### src/rtl/mux_nx1_rr_seq.sv
// Registered N-to-1 channel mux with round-robin or fixed-priority arbitration.
// One output beat register with valid/ready handshake; grants are one-hot and combinational.
module mux_nx1_rr_seq #(
    parameter int DATA_WIDTH = 32,
    parameter int NUM_INPUT  = 4,
    parameter int SEL_WIDTH  = $clog2(NUM_INPUT),
    parameter int ARB_MODE   = 0
) (
    input  logic                            CLK,
    input  logic                            rst,
    input  logic                            i_en,
    input  logic [NUM_INPUT-1:0]            i_valid,
    input  logic [NUM_INPUT*DATA_WIDTH-1:0] i_data_bus,
    output logic [NUM_INPUT-1:0]            o_grant,
    output logic                            o_valid,
    output logic [DATA_WIDTH-1:0]           o_data_bus,
    output logic [SEL_WIDTH-1:0]            o_sel,
    input  logic                            i_ready
);

    logic [DATA_WIDTH-1:0] ch [NUM_INPUT];
    logic [SEL_WIDTH-1:0]  ptr_reg;
    logic [SEL_WIDTH-1:0]  ptr_next;
    logic [SEL_WIDTH-1:0]  winner;
    logic                  o_valid_reg;
    logic [DATA_WIDTH-1:0] o_data_reg;
    logic [SEL_WIDTH-1:0]  o_sel_reg;
    logic                  load;

    genvar gi;
    generate
        for (gi = 0; gi < NUM_INPUT; gi++) begin : g_chan
            assign ch[gi]      = i_data_bus[gi*DATA_WIDTH +: DATA_WIDTH];
            assign o_grant[gi] = load && (winner == SEL_WIDTH'(gi));
        end
    endgenerate

    // Scan from the farthest candidate to the nearest so the nearest valid one wins.
    always_comb begin
        int idx;
        idx    = 0;
        winner = '0;
        for (int off = NUM_INPUT - 1; off >= 0; off--) begin
            if (ARB_MODE == 1) begin
                idx = off;
            end else begin
                idx = int'(ptr_reg) + off;
                if (idx >= NUM_INPUT) idx = idx - NUM_INPUT;
            end
            if (i_valid[idx]) winner = SEL_WIDTH'(idx);
        end
    end

    // Wrap explicitly so non-power-of-two channel counts skip unused indices.
    assign ptr_next = (winner == SEL_WIDTH'(NUM_INPUT - 1)) ? '0 : winner + 1'b1;

    assign load = i_en && !rst && (!o_valid_reg || i_ready) && (|i_valid);

    always_ff @(posedge CLK) begin
        if (rst) begin
            o_valid_reg <= 1'b0;
            o_data_reg  <= '0;
            o_sel_reg   <= '0;
            ptr_reg     <= '0;
        end else if (load) begin
            o_valid_reg <= 1'b1;
            o_data_reg  <= ch[winner];
            o_sel_reg   <= winner;
            if (ARB_MODE == 0) ptr_reg <= ptr_next;
        end else if (o_valid_reg && i_ready) begin
            o_valid_reg <= 1'b0;
            o_data_reg  <= '0;
        end
    end

    assign o_valid    = o_valid_reg;
    assign o_data_bus = o_data_reg;
    assign o_sel      = o_sel_reg;

endmodule

### config.mk
export PLATFORM = sky130hd
export DESIGN_NAME = mux_nx1_rr_seq
export DESIGN_NICKNAME = d
export VERILOG_FILES = /design/src/rtl/mux_nx1_rr_seq.sv
export SDC_FILE = /design/constraint.sdc
export NUM_CORES = 1
export LEC_CHECK = 0
export BUFFER_PORTS_ARGS = -buffer_cell sky130_fd_sc_hd__buf_2
export CORE_MARGIN = 1
export CORE_UTILIZATION = 42
export CTS_BUF_LIST = sky130_fd_sc_hd__clkbuf_2
export DETAILED_ROUTE_END_ITERATION = 16
export PLACE_DENSITY = 0.93
export SYNTH_ARGS = -nofsm -noshare
export SYNTH_HDL_FRONTEND = slang
export SYNTH_SLANG_ARGS = --single-unit
export TNS_END_PERCENT = 5
### constraint.sdc
create_clock -name CLK -period 1.7 [get_ports CLK]
set_input_delay 0.17 -clock CLK [delete_from_list [all_inputs] [get_ports CLK]]
set_output_delay 0.17 -clock CLK [all_outputs]
set_load 0.01 [all_outputs]
==> results by group <==
Status
  • Status: complete, but fails checks
  • Failing checks: setup timing

STA
  • Final setup fails: 35
  • Final min period: between 1500 and 2000 ps
  • Post-route setup slack: -200.9 ps
  • Final period util: 111.8%
  • Relative slew slack: ~78%
  • WHS: approximately 69 ps
  • Fmax: 526.1 MHz
  • Worst-Margin Slew: ~330 ps
  • Max-slew violation count: 0
  • Clock skew: about 14 ps
  • Final Hold Fails: 0
  • RSZ-0062 raised after global routing: yes

Power and ir drop
  • Internal power: 1.530 mW
  • Part of the power in registers: between 40 and 50%
  • Power density over the cells: 660.1 nW/µm²
  • Switching power: around 0.73 mW
  • Clock power share: between 10% and 20%
  • Comb power frac: between 30% and 40%
  • Leak Pwr: about 1.7 nW
  • Sw frac: between 30% and 40%
  • Total chip power: around 2.3 mW
  • VDD IR max: about 0.42 mV

Job
  • Max-cap viol count: 0

CTS
  • Hold_buf cts: 0
  • H-Tree Depth: 2
  • Max clock buf depth: 2
  • Sink Count: 37
  • TritonCTS clock tree: yes
  • Root buffer cell: clkbuf_2
  • Clock Pin Slew Worst Setup and Hold Paths: 190 ps
  • CTS Buf Count: 5
  • Worst-Skew Late Latency: about 350 ps

GRT
  • Initial antenna violation count: 0
  • Largest net degree at the start of global routing: 35
  • GR Util All Layers: approximately a fifth
  • Vias in the first global route: roughly 2500
  • Total grt overflow: 0
  • First-pass GRT wire length: 10.27 mm

Die
  • Die W: 76.96 µm
  • Core ar.: about 5300 µm²
  • Initial Util: about 45%
  • I/O pin count: roughly 180
  • Die area: between 5000 and 6000 µm²
  • Die height: roughly 77 µm
  • FP Rows: 26

Drt
  • Number of vias per cell: ~5.2
  • Met3 WL: 440 µm
  • Metal-1 WL: 2.377 mm
  • Met2 routed WL: about 3.5 mm
  • TritonRoute pass-1 iters: 4
  • Vias after detailed routing: 2418
  • Top sig layer: met4
  • Post-route ant nets: 0
  • Number of DRC markers in iteration 0: between 60 and 70
  • Wirelength, routed: ~6.4 mm
  • Drt drc: 0
  • Wire per inst: roughly 14 µm

Critical path
  • Crit path from: ptr_reg[0]
  • CP arrival: roughly 1700 ps
  • CP endpoint kind: output pin
  • Reg2reg start: ptr_reg[0]
  • WP data required: about 1500 ps
  • Worst R2R Path Depth: 7
  • Worst setup SP type: register
  • Crit Path Class: reg2out
  • Worst R2R Setup Slack: -110 ps
  • CP Max Fanout: 5
  • Worst setup path end: o_grant[3]
  • R2R Path End: o_data_bus[8]

Layout
  • Register area: roughly 750 µm²
  • Fin util: between 60% and 70%
  • Max reg flops: 32
  • Layout Nets: between 500 and 600
  • Area of the multi-input gates: 1476 µm²
  • Filler cell count: 440
  • Share of cells above drive strength 1: 57.04%
  • Non-filler cells, final: roughly 470
  • Area Overhead vs Synth: 45.28%
  • Antenna Cells: 0

Synthesis
  • Syn avg cell area: between 10 and 15 µm²
  • Yosys warning count: 0
  • Yosys cell types: 32
  • Area share of the largest cell type after synthesis: a little under a third
  • Largest area contributor in the netlist: dfxtp_1
  • Syn_nets: between 300 and 400
  • Yosys reg bits: 37
  • Sequential area share after synthesis: a little under a third
  • Synth area leaders: dfxtp_1, mux2i_1, o221ai_1, o221ai_2, nand2_1
  • Cells after synthesis: 220
  • Synth Cell Area: ~2400 µm²

Placed design
  • Placed insts: 452
  • Dpl ws: -79.23 ps
  • DP HPWL: 4.965 mm
  • Final Wtd Congestion: 0.7092
  • PortBufs: around 170

Hold path
  • Worst hold path type: in2reg
## metal layers
layer  global-route usage (%)  vias up
met4                    8.269        0
met1                    20.32     1109
met5                        0        -
met3                    4.405       10
li1                         -     1181
met2                    43.21      118
## worst max-delay path, stage by stage, from the launching register on
cell	delay [ps]
dfxtp_4	420
nor2b_4	50
o32a_4	410
ha_1	230
and2_1	140
buf_2	130
## synthesized netlist by cell type
cell and n:
clkbuf_4 2, nand2b_4 1, nand2b_1 1, o22a_1 1, nor2b_1 2, inv_2 1
inv_1 1, nor3b_4 1, nor3_2 1, ha_1 4, a21oi_1 1, nor3b_2 1
buf_2 2, buf_12 1, o21ba_2 1, buf_4 2, buf_6 7, nand2_1 32
clkbuf_1 1, o32a_4 1, o221ai_2 11, buf_8 3, mux2i_1 66, a21boi_1 1
nand2_8 1, a211oi_1 1, o41a_1 1, nor2b_2 3, dfxtp_1 37, o221ai_1 21
and2_1 4, nor2_1 7
## stage by stage
step / instance area, µm² / TNS (ps)
2_1_floorplan: 2360 / 0
3_3_place_gp: 3259 / 0
3_5_place_dp: 3259 / -816.1
4_1_cts: 3395 / -1203
5_1_grt: 3428 / -5165
6_report: 3428 / -2213
## worst min path at each step
| stage | start | end | slack [ps] | depth (start not counted) |
|---|---|---|---|---|
| floorplan | rst | o_sel[1] | 240 | 1 |
| global placement | o_data_bus[31] | o_data_bus[31] | 440 | 2 |
| detailed placement | o_data_bus[13] | o_data_bus[13] | 440 | 2 |
| CTS | rst | ptr_reg[0] | 30 | 2 |
| global route | rst | ptr_reg[0] | 20 | 2 |
| finish | rst | ptr_reg[0] | 70 | 2 |
## placed cells by master, fill, tap and decap left out, drive strengths merged, types with 2 or more instances in the layout
cell type,count
mux2i,66
buf,188
clkbuf,8
dfxtp,37
inv,2
and2,4
o221ai,32
nor2b,5
nand2,33
nand2b,2
ha,4
nor2,7
nor3b,2
## area by class of cell
class | count | share of cell area (%)
Clock buffer | 8 | 1.168
Multi-Input combinational cell | 163 | 43.07
Timing Repair Buffer | 188 | 31.02
Sequential cell | 37 | 21.82
Tap cell | 70 | 2.555
Inverter | 2 | 0.3650
## timing repair
item / in CTS / in global routing
pin swaps: 7 / 3
resized for setup: 12 / 6
setup endpoints to repair: 26 / 36
cloned: 0 / 0
setup buffers: 8 / 0
## logic make-up after synthesis
logic type               count (synthesis)  synth area share [%]
multiplexers                            66                 28.00
adder cells (fa/ha/maj)                  4                 2.121
AO/OA/AOI/OAI                           39                 17.87
buffers and inverters                   20                 8.271
flip-flops                              37                 31.39
AND/OR/NAND/NOR                         54                 12.35
## power groups by stage
stage	Clock, mW	Combinational, mW	Sequential [mW]
final	0.401	0.866	0.996
after floorplan	0	0.480	1.05
after detailed placement	0	0.822	1.01
after global routing	0.453	0.931	1.01
after CTS	0.413	0.851	0.996
after global placement	0	0.786	1.01
Power figures use the tool's default switching activity.
